File: src/rtl/turn_controller_if.sv
// Bundle of click, move-generator and board signals around the turn controller.
// The controller takes the slave side; the click decoder, move generator and board take the master side.
interface turn_controller_if #(
    parameter int MC_WIDTH = 10
);
    logic                click;
    logic [5:0]          click_pos;
    logic [3:0]          sq_code;
    logic                movegen_done;
    logic [63:0]         movegen_moves;
    logic                movegen_req;
    logic [5:0]          movegen_src;
    logic                pick_piece;
    logic                place_piece;
    logic [5:0]          figure_position;
    logic [63:0]         highlight_moves;
    logic                turn;
    logic [MC_WIDTH-1:0] move_count;
    logic                game_over;
    logic                winner;
    logic                timeout_err;

    modport master (
        output click, click_pos, sq_code, movegen_done, movegen_moves,
        input  movegen_req, movegen_src, pick_piece, place_piece, figure_position,
               highlight_moves, turn, move_count, game_over, winner, timeout_err
    );

    modport slave (
        input  click, click_pos, sq_code, movegen_done, movegen_moves,
        output movegen_req, movegen_src, pick_piece, place_piece, figure_position,
               highlight_moves, turn, move_count, game_over, winner, timeout_err
    );
endinterface

File: src/rtl/turn_controller.sv
// Sequences one chess move per turn: select own piece, fetch legal moves, pick, place, toggle turn.
// state   | meaning
// IDLE    | waiting for a click on a piece of the side to move
// REQ     | one-cycle request to the move generator
// WAIT_MV | waiting for movegen_done, bounded by TIMEOUT_CYCLES
// PICK    | one-cycle pick pulse at the source square
// HOLD    | piece held, legal targets highlighted, waiting for target click
// PLACE   | one-cycle place pulse at the destination, turn/count update
// OVER    | a king was captured; only reset leaves
module turn_controller #(
    parameter int TIMEOUT_CYCLES = 1024,
    parameter int MC_WIDTH       = 10
) (
    input  logic              i_clk,
    input  logic              i_rst,
    turn_controller_if.slave  bus
);
    localparam int TW = $clog2(TIMEOUT_CYCLES + 1);

    typedef enum logic [2:0] {
        S_IDLE, S_REQ, S_WAIT_MV, S_PICK, S_HOLD, S_PLACE, S_OVER
    } state_t;

    state_t              r_state, w_state_n;
    logic [5:0]          r_src, w_src_n;
    logic [5:0]          r_dst, w_dst_n;
    logic [3:0]          r_cap, w_cap_n;
    logic [63:0]         r_moves, w_moves_n;
    logic [TW-1:0]       r_tmo, w_tmo_n;
    logic                r_req, w_req_n;
    logic [5:0]          r_mgsrc, w_mgsrc_n;
    logic                r_pick, w_pick_n;
    logic                r_place, w_place_n;
    logic [5:0]          r_fig, w_fig_n;
    logic [63:0]         r_hl, w_hl_n;
    logic                r_turn, w_turn_n;
    logic [MC_WIDTH-1:0] r_cnt, w_cnt_n;
    logic                r_go, w_go_n;
    logic                r_win, w_win_n;
    logic                r_terr, w_terr_n;
    logic                w_own;

    assign w_own = (!r_turn && bus.sq_code >= 4'd1 && bus.sq_code <= 4'd6) ||
                   ( r_turn && bus.sq_code >= 4'd7 && bus.sq_code <= 4'hC);

    always_comb begin
        w_state_n = r_state;
        w_src_n   = r_src;
        w_dst_n   = r_dst;
        w_cap_n   = r_cap;
        w_moves_n = r_moves;
        w_tmo_n   = r_tmo;
        w_turn_n  = r_turn;
        w_cnt_n   = r_cnt;
        w_go_n    = r_go;
        w_win_n   = r_win;
        w_terr_n  = 1'b0;

        case (r_state)
            S_IDLE: begin
                if (bus.click && w_own) begin
                    w_src_n   = bus.click_pos;
                    w_state_n = S_REQ;
                end
            end
            S_REQ: begin
                w_tmo_n   = '0;
                w_state_n = S_WAIT_MV;
            end
            S_WAIT_MV: begin
                // done is checked first so it wins over a same-cycle timeout
                if (bus.movegen_done) begin
                    w_moves_n = bus.movegen_moves;
                    w_state_n = (|bus.movegen_moves) ? S_PICK : S_IDLE;
                end else if (r_tmo == TW'(TIMEOUT_CYCLES - 1)) begin
                    w_terr_n  = 1'b1;
                    w_state_n = S_IDLE;
                end else begin
                    w_tmo_n = r_tmo + 1'b1;
                end
            end
            S_PICK: begin
                w_state_n = S_HOLD;
            end
            S_HOLD: begin
                if (bus.click) begin
                    if (bus.click_pos == r_src) begin
                        w_dst_n   = r_src;
                        w_cap_n   = 4'd0;
                        w_state_n = S_PLACE;
                    end else if (r_moves[~bus.click_pos]) begin
                        w_dst_n   = bus.click_pos;
                        w_cap_n   = bus.sq_code;
                        w_state_n = S_PLACE;
                    end
                end
            end
            S_PLACE: begin
                w_state_n = S_IDLE;
                if (r_dst != r_src) begin
                    w_turn_n = ~r_turn;
                    w_cnt_n  = (&r_cnt) ? r_cnt : r_cnt + 1'b1;
                    if (r_cap == 4'd6 || r_cap == 4'hC) begin
                        w_go_n    = 1'b1;
                        w_win_n   = r_turn;
                        w_state_n = S_OVER;
                    end
                end
            end
            S_OVER: begin
                w_state_n = S_OVER;
            end
            default: begin
                w_state_n = S_IDLE;
            end
        endcase

        // Outputs are registered from the next state so pulses line up with their state cycle
        w_req_n   = (w_state_n == S_REQ);
        w_pick_n  = (w_state_n == S_PICK);
        w_place_n = (w_state_n == S_PLACE);
        w_mgsrc_n = (w_state_n == S_REQ) ? w_src_n : r_mgsrc;
        w_fig_n   = r_fig;
        if (w_state_n == S_PICK) begin
            w_fig_n = w_src_n;
        end else if (w_state_n == S_PLACE) begin
            w_fig_n = w_dst_n;
        end
        w_hl_n = (w_state_n == S_HOLD) ? w_moves_n : 64'd0;
    end

    always_ff @(posedge i_clk) begin
        if (i_rst) begin
            r_state <= S_IDLE;
            r_src   <= '0;
            r_dst   <= '0;
            r_cap   <= '0;
            r_moves <= '0;
            r_tmo   <= '0;
            r_req   <= 1'b0;
            r_mgsrc <= '0;
            r_pick  <= 1'b0;
            r_place <= 1'b0;
            r_fig   <= '0;
            r_hl    <= '0;
            r_turn  <= 1'b0;
            r_cnt   <= '0;
            r_go    <= 1'b0;
            r_win   <= 1'b0;
            r_terr  <= 1'b0;
        end else begin
            r_state <= w_state_n;
            r_src   <= w_src_n;
            r_dst   <= w_dst_n;
            r_cap   <= w_cap_n;
            r_moves <= w_moves_n;
            r_tmo   <= w_tmo_n;
            r_req   <= w_req_n;
            r_mgsrc <= w_mgsrc_n;
            r_pick  <= w_pick_n;
            r_place <= w_place_n;
            r_fig   <= w_fig_n;
            r_hl    <= w_hl_n;
            r_turn  <= w_turn_n;
            r_cnt   <= w_cnt_n;
            r_go    <= w_go_n;
            r_win   <= w_win_n;
            r_terr  <= w_terr_n;
        end
    end

    assign bus.movegen_req     = r_req;
    assign bus.movegen_src     = r_mgsrc;
    assign bus.pick_piece      = r_pick;
    assign bus.place_piece     = r_place;
    assign bus.figure_position = r_fig;
    assign bus.highlight_moves = r_hl;
    assign bus.turn            = r_turn;
    assign bus.move_count      = r_cnt;
    assign bus.game_over       = r_go;
    assign bus.winner          = r_win;
    assign bus.timeout_err     = r_terr;
endmodule

File: src/flat_wrapper.sv
// flat-port wrapper written by rule: the top's interface ports become plain ports
module turn_controller_flat 
#(
    parameter int TIMEOUT_CYCLES = 1024,
    parameter int MC_WIDTH       = 10
)
  (i_clk, i_rst, bus_click, bus_click_pos, bus_sq_code, bus_movegen_done, bus_movegen_moves, bus_movegen_req, bus_movegen_src, bus_pick_piece, bus_place_piece, bus_figure_position, bus_highlight_moves, bus_turn, bus_move_count, bus_game_over, bus_winner, bus_timeout_err);
  turn_controller_if #(.MC_WIDTH(MC_WIDTH)) bus_i ();
  input  logic i_clk;
  input  logic i_rst;
  input wire logic [$bits(bus_i.click)-1:0] bus_click;
  input wire logic [$bits(bus_i.click_pos)-1:0] bus_click_pos;
  input wire logic [$bits(bus_i.sq_code)-1:0] bus_sq_code;
  input wire logic [$bits(bus_i.movegen_done)-1:0] bus_movegen_done;
  input wire logic [$bits(bus_i.movegen_moves)-1:0] bus_movegen_moves;
  output wire logic [$bits(bus_i.movegen_req)-1:0] bus_movegen_req;
  output wire logic [$bits(bus_i.movegen_src)-1:0] bus_movegen_src;
  output wire logic [$bits(bus_i.pick_piece)-1:0] bus_pick_piece;
  output wire logic [$bits(bus_i.place_piece)-1:0] bus_place_piece;
  output wire logic [$bits(bus_i.figure_position)-1:0] bus_figure_position;
  output wire logic [$bits(bus_i.highlight_moves)-1:0] bus_highlight_moves;
  output wire logic [$bits(bus_i.turn)-1:0] bus_turn;
  output wire logic [$bits(bus_i.move_count)-1:0] bus_move_count;
  output wire logic [$bits(bus_i.game_over)-1:0] bus_game_over;
  output wire logic [$bits(bus_i.winner)-1:0] bus_winner;
  output wire logic [$bits(bus_i.timeout_err)-1:0] bus_timeout_err;
  assign bus_i.click = bus_click;
  assign bus_i.click_pos = bus_click_pos;
  assign bus_i.sq_code = bus_sq_code;
  assign bus_i.movegen_done = bus_movegen_done;
  assign bus_i.movegen_moves = bus_movegen_moves;
  assign bus_movegen_req = bus_i.movegen_req;
  assign bus_movegen_src = bus_i.movegen_src;
  assign bus_pick_piece = bus_i.pick_piece;
  assign bus_place_piece = bus_i.place_piece;
  assign bus_figure_position = bus_i.figure_position;
  assign bus_highlight_moves = bus_i.highlight_moves;
  assign bus_turn = bus_i.turn;
  assign bus_move_count = bus_i.move_count;
  assign bus_game_over = bus_i.game_over;
  assign bus_winner = bus_i.winner;
  assign bus_timeout_err = bus_i.timeout_err;
  turn_controller #(.TIMEOUT_CYCLES(TIMEOUT_CYCLES), .MC_WIDTH(MC_WIDTH)) u_core (.i_clk(i_clk), .i_rst(i_rst), .bus(bus_i));
endmodule
File: config.mk
export PLATFORM = sky130hd
export DESIGN_NAME = turn_controller_flat
export DESIGN_NICKNAME = d
export VERILOG_FILES = /design/src/rtl/turn_controller_if.sv /design/src/rtl/turn_controller.sv /design/src/flat_wrapper.sv
export SDC_FILE = /design/constraint.sdc
export NUM_CORES = 1
export LEC_CHECK = 0
export BUFFER_PORTS_ARGS = -buffer_cell sky130_fd_sc_hd__clkbuf_2
export CAP_MARGIN = 5
export CORE_ASPECT_RATIO = 0.8
export CORE_MARGIN = 4
export CORE_UTILIZATION = 30
export DETAILED_ROUTE_END_ITERATION = 8
export GPL_TIMING_DRIVEN = 0
export SETUP_SLACK_MARGIN = 0.4
export SLEW_MARGIN = 40
export SYNTH_ARGS = -nofsm -noshare
export SYNTH_HDL_FRONTEND = slang
export SYNTH_SLANG_ARGS = --single-unit
File: constraint.sdc
create_clock -name i_clk -period 2.2 [get_ports i_clk]
set_input_delay 0.22 -clock i_clk [delete_from_list [all_inputs] [get_ports i_clk]]
set_output_delay 0.22 -clock i_clk [all_outputs]
set_load 0.02 [all_outputs]
==> summary.txt, run 1 <==
Outcome
  – Status: finished, violations left
  – Violated checks: setup timing

Setup path
  – Critical Path RT: 2.53 ns
  – Worst Setup Start Kind: flop
  – Worst Setup End Kind: flop
  – Slowest stage cell, crit path: mux4_2
  – Worst Path Max Fanout: 4
  – Cell-by-cell trace of the critical path: mux4_2 -> mux4_2 -> nor2b_4 -> or3_4 -> nand4_1 -> buf_4 -> buf_6 -> buf_6 -> and2_4
  – Crit path largest cell delay: 0.52 ns
  – Critical path class: flop to flop
  – Worst EP arrival: 2.84 ns

Global route
  – Antenna violations before repair: 0
  – Total GRT Usage: 17.7%
  – Largest net degree at the start of global routing: 22
  – Total grt overflow: 0
  – First-pass GRT wire length: 38.5 mm
  – Vias in the first global route: 6568

Power and ir drop
  – Power per cell area: 631 mW/mm²
  – Leak: 4.46 nW
  – Peak supply drop: 0.000553 V
  – Pwr Total: 7.53 mW

Route
  – DR vias: 6621
  – Initial DRC count: 309
  – DRC: 0
  – Post-route ant nets: 0
  – Post-DR vias/cell: 5.03
  – Initial DRT Pass Iterations: 5
  – WL/cell: 19.4 µm
  – Final WL: 25.5 mm

Layout
  – P&R area growth vs syn: 56.2%
  – # fillers: 2212
  – Layout cell share with drive strength beyond 1: 53.4%
  – Multi-input logic area: 0.00496 mm²
  – Register area: 0.00380 mm²
  – Final #Nets: 1065
  – ANT cells: 0

Synth
  – Post-synth top area share: 49.0%
  – Synthesized cell area: 0.00765 mm²
  – Yosys cell types: 57
  – Post-synth EDFFs: 0
  – Synth top area cells: dfxtp_1 (49%), mux2i_1 (10%), nor3_2 (6.5%)
  – Primary FF master, synth: dfxtp_1
  – Net Count, Synth: 811
  – Mapped Avg Cell Area: 10.5 µm²
  – Yosys warns: 0
  – Yosys top cell by area: dfxtp_1
  – Sequential area share after synthesis: 49.0%
  – FF+latch count, synth: 187
  – Cells after Synth: 731
  – Synth async-reset ratio: 0%

Placement
  – Routability cong.: 0.798
  – Port buffer count: 167
  – Dpl ws: -0.974 ns
  – Hpwl dp: 17.5 mm

Timing
  – Max-slew violations: 0
  – Final setup fails: 79
  – Hold Vio Cnt, Final: 0
  – PnR worst setup slack: -0.307 ns
  – Slew margin rel.: 48.8%
  – Setup Skew: 0.0235 ns
  – Fmax: 399 MHz
  – Minimum clock period after layout: 2.51 ns
  – Tcrit/Tclk final: 114%
  – Hold Slack: 0.0624 ns
  – RSZ-0062 raised after global routing: yes
  – Slew @ Worst Pin: 0.767 ns

Floorplan
  – Ports: 171
  – Die Width: 187 µm
  – Die height: 151 µm
  – Site Rows: 51
  – Die Area: 0.0281 mm²
  – Core Area: 0.0247 mm²
  – Initial Util: 31.0%

CTS
  – # clock sinks: 187
  – CTS Hold Bufs: 0
  – CTS clk-pin slew, worst paths: 0.08 ns
  – CTS H-Tree Depth: 4
  – CTS tree: yes
  – CTS Root Cell: clkbuf_16
  – Clk Latency, worst-skew pair: 0.45 ns
  – CTS buffer count: 17
  – Max Buffers Root-to-Sink: 2

Hold path
  – HP Class: primary input to flop

Job
  – Max-Cap Viols: 0
-- final timing paths --
path	from	endpoint	slack [ns]	cells past startpoint
min	bus_movegen_moves[2]	u_core.r_moves[2]	0.06	3
max	u_core.r_moves[6]	u_core.r_state[0]	-0.31	9
min reg2reg	u_core.r_cap[0]	u_core.r_cap[0]	0.48	2
max reg2reg	u_core.r_moves[6]	u_core.r_state[0]	-0.31	9
-- timing repair --
item                       in CTS  in global routing
setup buffers                  31                 24
resized for setup             199                114
setup endpoints to repair     169                173
cloned                          5                  6
pin swaps                      32                 23
-- cells in the mapped netlist (3+ instances only) --
cell type / instances
o21ai_0: 3
mux2i_1: 78
nor3_1: 26
nand4b_1: 4
nor2b_1: 9
or3_1: 3
inv_1: 12
xnor2_1: 26
mux4_2: 17
buf_6: 7
nor4_1: 21
and2_1: 5
clkbuf_1: 27
and3_1: 4
mux2_2: 5
buf_2: 14
o221a_2: 4
a311oi_1: 6
dfxtp_1: 187
nand2_1: 15
nand3_1: 21
o211ai_1: 7
nor3_2: 50
xor2_1: 3
nand4_1: 8
nor2_1: 112
a21oi_1: 20
-- final cells by class --
class,instances,area share [%]
multi-input cells,482,41.5
well taps,318,3.33
inverters,12,0.377
flip-flops and latches,187,31.8
clock buffers,17,3.56
clock inverters,15,1.59
repair buffers,235,13.3
plain buffers,50,4.48
-- power by group --
| part | internal, mW | total [mW] | switching (mW) |
|---|---|---|---|
| clock | 1.56 | 3.19 | 1.63 |
| combinational | 0.395 | 0.885 | 0.491 |
| sequential | 3.41 | 3.46 | 0.0420 |
| total | 5.37 | 7.53 | 2.16 |
-- layer usage --
layer  share of wire [%]  global-route usage, %
met5                   0                      0
met1                  46                   24.8
met3                 6.1                   4.42
met4                 2.0                   4.25
met2                  45                   27.8
-- flip-flops by register name, indices dropped and copies added (netlist names), 6 cells and up --
name and cells:
u_core.bus.highlight_moves 64, u_core.r_moves 64, u_core.r_tmo 11, u_core.bus.move_count 10
u_core.bus.figure_position 6, u_core.bus.movegen_src 6, u_core.r_dst 6, u_core.r_src 6
-- through the flow --
stage,std cells,utilization (%),instance area [µm²],TNS [ns]
floorplan,731,-,7860,-0.958
global placement,1216,36.8,9100,-67.74
detailed placement,1218,36.9,9110,-67.27
CTS,1286,44.9,11100,-14.45
global route,1316,48.4,11900,-22.85
finish,1316,48.4,11900,-16.88
-- cells in the final DEF (no fill, tap or decap), types with 11 or more instances in the layout --
cell type  Yosys  final
a21oi_1       20     14
buf_12         0     11
buf_4          1     39
buf_6          7     27
clkbuf_1      27     17
clkbuf_16      0     22
clkbuf_2       0    169
dfxtp_1      187    162
dfxtp_2        0     16
inv_1         12     12
mux2i_1       78     14
mux2i_4        0     59
mux4_2        17     17
nand2_1       15     12
nand3_1       21     19
nor2_1       112    106
nor3_2        50     38
nor3_4         0     33
nor4_1        21     16
xnor2_1       26     21
-- logic make-up after synthesis --
family          after synthesis  share of synthesized area (%)
compound gates               58                           5.51
buf+inv                      62                           4.01
flops                       187                           49.0
fa+ha+maj                     2                          0.327
simple gates                293                           21.9
mux                         100                           16.0
xor+xnor                     29                           3.32
-- worst max-delay path: cells and delay by family (launching register included) --
kind / cells / cell delay, ns
simple gates: 4 / 0.58
mux: 2 / 1.02
flops: 1 / 0.34
buf+inv: 3 / 0.45
Power figures use the tool's default switching activity.
==> run 2: changes to the inputs <==
==> constraint.sdc (replaced) <==
create_clock -name i_clk -period 2.2 [get_ports i_clk]
set_input_delay 0.22 -clock i_clk [delete_from_list [all_inputs] [get_ports i_clk]]
set_output_delay 0.22 -clock i_clk [all_outputs]
set_load 0.01 [all_outputs]
==> run 2 against run 1 <==
The flow still finishes with violations (setup timing). Final area is 1.7% higher. Critical path type unchanged. Clock power is 5% higher. Worst hold slack gained 0.0043 ns. Flip-flop and latch count is the same. Clock skew is 0.0061 ns lower. Critical endpoint is now u_core.bus.highlight_moves[29]. Worst setup slack better by 0.071 ns. Largest cell class unchanged. Clock-buffer cell count did not move. Sequential share of layout area fell by 0.59 points. Power grew 2.9%.
==> summary.txt, run 2 (synthesis results as in run 1) <==
Timing
  – Tcrit/Tclk final: 111% (-3.2 points)
  – Hold Vio Cnt, Final: 0 (unchanged)
  – Final setup fails: 81 (+2.5%)
  – RSZ-0062 raised after global routing: yes
  – Setup Skew: 0.0174 ns (-0.00610 ns)
  – Slew @ Worst Pin: 0.811 ns (+0.0435 ns)
  – Setup TNS: -12.17 ns (+4.71 ns)
  – PnR worst setup slack: -0.235 ns (+0.0714 ns)
  – Minimum clock period after layout: 2.44 ns (-0.0714 ns)
  – Max-slew violations: 0 (unchanged)
  – Slew margin rel.: 46.0% (-2.9 points)
  – Fmax: 411 MHz (+2.9%)
  – Hold Slack: 0.0667 ns (+0.00435 ns)

Route
  – Initial DRC count: 419 (+36%)
  – DR vias: 6600 (-0.32%)
  – WL/cell: 19.7 µm (+1.4%)
  – Initial DRT Pass Iterations: 5 (unchanged)
  – Final WL: 25.9 mm (+1.4%)
  – DRC: 0 (unchanged)
  – Post-route ant nets: 0 (unchanged)
  – Post-DR vias/cell: 5.02 (-0.32%)

Global route
  – First-pass GRT wire length: 38.0 mm (-1.3%)
  – Antenna violations before repair: 0 (unchanged)
  – Largest net degree at the start of global routing: 23 (+4.5%)
  – Total grt overflow: 0 (unchanged)
  – Vias in the first global route: 6593 (+0.38%)
  – Total GRT Usage: 17.3% (-0.36 points)

CTS
  – CTS tree: yes
  – Clk Latency, worst-skew pair: 0.45 ns (about the same)
  – CTS H-Tree Depth: 4 (unchanged)
  – Max Buffers Root-to-Sink: 2 (unchanged)
  – CTS buffer count: 17 (unchanged)
  – CTS clk-pin slew, worst paths: 0.09 ns (about the same)
  – # clock sinks: 187 (unchanged)
  – CTS Root Cell: clkbuf_16

Setup path
  – Critical path class: flop to flop
  – Cell-by-cell trace of the critical path: mux4_2 -> mux4_2 -> nor2b_4 -> or3_4 -> nand4_1 -> buf_6 -> clkbuf_16 -> clkbuf_16 -> nor3_4
  – Slowest stage cell, crit path: mux4_2
  – Worst reg2reg path startpoint: u_core.r_moves[2]
  – Worst Path Max Fanout: 5 (+1)
  – Worst EP arrival: 2.80 ns (-0.04 ns)
  – Worst Setup End Kind: flop
  – Crit. Startpoint: u_core.r_moves[2]
  – Crit path largest cell delay: 0.52 ns (about the same)
  – Worst Setup Start Kind: flop
  – Critical Path RT: 2.56 ns (+0.03 ns)

Power and ir drop
  – Power per cell area: 638 mW/mm² (+1.2%)
  – Logic pwr share: 12.4% (+0.6 points)
  – Sequential share of power: 44.6% (-1.3 points)
  – Internal power: 5.56 mW (+3.5%)
  – Switching share of power: 28.3% (-0.38 points)
  – NetSw: 2.20 mW (+1.6%)
  – Clk pwr share: 43.1% (+0.8 points)
  – Peak supply drop: 0.000530 V (-4.1%)
  – Leak: 4.64 nW (+4.1%)

Layout
  – Final #Nets: 1065 (unchanged)
  – Design Area, Final: 0.0121 mm² (+1.7%)
  – P&R area growth vs syn: 58.8%
  – ANT cells: 0 (unchanged)
  – Commonest non-fill, non-tap cells in the layout: clkbuf_2 (167), dfxtp_1 (163), nor2_1 (110)
  – Most common cell after layout, fill and taps aside: clkbuf_2
  – Layout cell share with drive strength beyond 1: 52.4% (-1.0 points)
  – Fin util: 49.2% (+0.83 points)

Floorplan
  – Die Area: 0.0281 mm² (unchanged)
  – Core Area: 0.0247 mm² (unchanged)
  – Die height: 151 µm (unchanged)
  – Die Width: 187 µm (unchanged)
  – Initial Util: 31.0% (unchanged)
  – Ports: 171 (unchanged)
  – Site Rows: 51 (unchanged)

Outcome
  – Status: finished, violations left
  – Violated checks: setup timing

Placement
  – Hpwl dp: 17.4 mm (-0.21%)
  – Dpl ws: -1.01 ns (-0.0362 ns)
  – Placed Area: 0.00910 mm² (about the same)
  – Routability cong.: 0.822 (+2.9%)
  – Port buffer count: 167 (unchanged)

Hold path
  – Hold path start: bus_movegen_moves[48]
  – HP Class: primary input to flop

Job
  – Max-Cap Viols: 0 (unchanged)
[run 2: worst paths after layout]
path         slack [ns]  depth (start not counted)                        endpoint
max               -0.24                          9  u_core.bus.highlight_moves[29]
min                0.07                          3              u_core.r_moves[48]
max reg2reg       -0.24                          9  u_core.bus.highlight_moves[29]
min reg2reg        0.46                          2                 u_core.r_cap[2]
[run 2: power groups by stage]
stage	clock [mW]	sequential (mW)	combinational (mW)
3_3_place_gp	0	3.53	0.581
4_1_cts	3.39	3.46	0.756
3_5_place_dp	0	3.53	0.583
2_1_floorplan	0	3.53	0.354
5_1_grt	3.55	3.46	1.01
6_report	3.34	3.46	0.958
[run 2: worst max-delay path: cells and delay by family (launching register included)]
kind / cells / cell delay (ns)
simple gates: 4 / 0.50
mux: 2 / 1.00
flops: 1 / 0.34
buf+inv: 3 / 0.51
[run 2: per-layer routing]
metal	GRT usage [%]	part of all wire, %
met5	0	0
met1	24.8	47
met3	3.76	5.2
met4	4.21	1.5
met2	27.0	46
[run 2: through the flow]
stage               power [mW]  instances
global route              8.02       1316
detailed placement        4.12       1218
floorplan                 3.88        731
global placement          4.11       1216
CTS                       7.61       1284
finish                    7.75       1316
[run 2: area by class of cell]
cell class                      instances  area (µm²)
Timing Repair Buffer                  235        1720
Inverter                               12        45.0
Clock inverter                         15         223
Sequential cell                       187        3790
Tap cell                              318         398
Clock buffer                           17         425
Fill cell                            2196       12500
Buffer                                 50         531
Multi-Input combinational cell        482        5010
[run 2: repair_timing]
item                                    4_1_cts  5_1_grt
hold buffers                                  0        0
endpoints found under the setup margin      169      170
buffers inserted                             28       23
gates resized for setup                     200      130
gates cloned                                  6        9
pin swaps                                    36       69
==> run 3: changes to the inputs <==
==> constraint.sdc (replaced) <==
create_clock -name i_clk -period 2.8 [get_ports i_clk]
set_input_delay 0.28 -clock i_clk [delete_from_list [all_inputs] [get_ports i_clk]]
set_output_delay 0.28 -clock i_clk [all_outputs]
set_load 0.01 [all_outputs]
==> run 3 against run 2 <==
Power shrank 26%. Clock-buffer cell count grew 1. The flow now finishes without violations. Critical path type unchanged. Register-to-register slack gained 0.55 ns. Critical path depth grew 1.
==> summary.txt, run 3 (synthesis results as in run 1) <==
Outcome
  – Status: completed

Layout
  – Layout cell share with drive strength beyond 1: 39.3% (-13 points)
  – Final #Nets: 1029 (-3.4%)
  – P&R area growth vs syn: 36.2%
  – Fin util: 42.2% (-7.0 points)
  – ANT cells: 0 (unchanged)
  – Most common cell after layout, fill and taps aside: dfxtp_1
  – Commonest non-fill, non-tap cells in the layout: dfxtp_1 (182), clkbuf_2 (168), nor2_1 (112)

Timing
  – Setup Skew: 0.0100 ns (-0.00735 ns)
  – RSZ-0062 raised after global routing: yes
  – PnR worst setup slack: 0.319 ns (+0.554 ns)
  – Slew margin rel.: 53.6% (+7.6 points)
  – Hold Vio Cnt, Final: 0 (unchanged)
  – Fmax: 403 MHz (-1.8%)
  – Final setup fails: 0 (-100%)
  – Tcrit/Tclk final: 88.6% (-22 points)
  – Slew @ Worst Pin: 0.696 ns (-0.115 ns)
  – Minimum clock period after layout: 2.48 ns (+0.0456 ns)
  – Max-slew violations: 0 (unchanged)

Setup path
  – Worst Path Max Fanout: 5 (unchanged)
  – Worst EP arrival: 2.83 ns (+0.03 ns)
  – Worst Setup Start Kind: flop
  – Crit. Startpoint: u_core.r_moves[0]
  – Family with the most delay on the worst path: multiplexers
  – Critical path class: flop to flop
  – Crit path largest cell delay: 0.52 ns (about the same)
  – Cell-by-cell trace of the critical path: mux4_2 -> mux4_2 -> nor2b_2 -> or3_4 -> nand4_1 -> buf_6 -> buf_12 -> buf_6 -> buf_16 -> nor3_4
  – Worst Setup End Kind: flop
  – Worst reg2reg path startpoint: u_core.r_moves[0]
  – Slowest stage cell, crit path: mux4_2
  – Flop2flop setup slack: 0.32 ns (+0.55 ns)
  – CP Buf/Inv Count: 4 (+1)
  – Critical Path RT: 3.15 ns (+0.59 ns)

Route
  – Initial DRT Pass Iterations: 5 (unchanged)
  – Initial DRC count: 391 (-6.7%)
  – DR vias: 6408 (-2.9%)
  – Post-DR vias/cell: 5.01 (-0.18%)
  – Post-route ant nets: 0 (unchanged)
  – WL/cell: 18.8 µm (-4.2%)
  – Final WL: 24.1 mm (-6.8%)
  – DRC: 0 (unchanged)

CTS
  – # clock sinks: 187 (unchanged)
  – CTS H-Tree Depth: 4 (unchanged)
  – CTS Root Cell: clkbuf_16
  – CTS clk-pin slew, worst paths: 0.08 ns (about the same)
  – CTS buffer count: 17 (unchanged)
  – CTS tree: yes
  – Clk Latency, worst-skew pair: 0.43 ns (-0.02 ns)
  – CTS Hold Bufs: 0 (unchanged)
  – Max Buffers Root-to-Sink: 2 (unchanged)

Placement
  – Port buffer count: 167 (unchanged)
  – Dpl ws: -0.519 ns (+0.491 ns)
  – Hpwl dp: 17.5 mm (+0.77%)
  – Routability cong.: 0.847 (+3.0%)

Floorplan
  – Die height: 151 µm (unchanged)
  – Die Width: 187 µm (unchanged)
  – Site Rows: 51 (unchanged)
  – Die Area: 0.0281 mm² (unchanged)
  – Initial Util: 31.0% (unchanged)
  – Core Area: 0.0247 mm² (unchanged)
  – Ports: 171 (unchanged)

Global route
  – Total GRT Usage: 16.8% (-0.59 points)
  – First-pass GRT wire length: 36.7 mm (-3.4%)
  – Total grt overflow: 0 (unchanged)
  – Vias in the first global route: 6253 (-5.2%)
  – Largest net degree at the start of global routing: 19 (-17%)
  – Antenna violations before repair: 0 (unchanged)

Power and ir drop
  – Peak supply drop: 0.000407 V (-23%)
  – Power per cell area: 550 mW/mm² (-14%)
  – Leak: 4.04 nW (-13%)

Job
  – Max-Cap Viols: 0 (unchanged)

Hold path
  – HP Class: primary input to flop
  – Hold path start: bus_movegen_moves[18]
-- run 3: final timing paths --
check | endpoint | cells after the start
max | u_core.bus.highlight_moves[31] | 10
min | u_core.r_moves[18] | 3
max reg2reg | u_core.bus.highlight_moves[31] | 10
min reg2reg | u_core.r_cap[0] | 2
-- run 3: final cells by class --
type / instances / area [µm²]
fillers: 2363 / 14300
multi-input cells: 482 / 4020
flip-flops and latches: 187 / 3750
repair buffers: 199 / 1220
clock buffers: 18 / 429
plain buffers: 50 / 402
well taps: 318 / 398
clock inverters: 14 / 156
inverters: 12 / 45.0
-- run 3: metrics by stage --
step | std cells | hold slack (ns) | setup TNS, ns | power, mW | cell area [µm²]
final | 1280 | 0.152 | 0 | 5.73 | 10400
after global placement | 1216 | 0.452 | -43.07 | 3.20 | 8880
after detailed placement | 1218 | 0.458 | -31.04 | 3.21 | 8900
after floorplan | 731 | 0.359 | 0 | 3.02 | 7650
after global routing | 1280 | 0.160 | 0 | 5.93 | 10400
after CTS | 1270 | 0.121 | 0 | 5.72 | 10000
-- run 3: metal layers --
| layer | up-vias | track usage, % | part of all wire, % | routed length [µm] |
|---|---|---|---|---|
| li1 | 3059 | - | - | - |
| met1 | 3105 | 24.3 | 48 | 11500 |
| met2 | 228 | 25.0 | 44 | 10600 |
| met3 | 16 | 4.63 | 7.4 | 1780 |
| met4 | 0 | 3.88 | 0.96 | 232 |
| met5 | - | 0 | 0 | 0 |
-- run 3: power by group --
group	switching (mW)	internal (mW)	total [mW]
sequential	0.0247	2.69	2.71
combinational	0.340	0.259	0.599
clock	1.15	1.27	2.42
total	1.51	4.21	5.73
-- run 3: what timing repair did --
action	CTS	global route
endpoints found under the hold margin	0	0
endpoints found under the setup margin	145	96
gates resized for setup	76	64
buffers inserted	15	7
cloned	5	3
pin swaps	26	32
-- run 3: tightest hold or removal path, cell delays in order --
cell,delay [ns]
clkbuf_2,0.09
mux2i_1,0.09
nor2_1,0.08
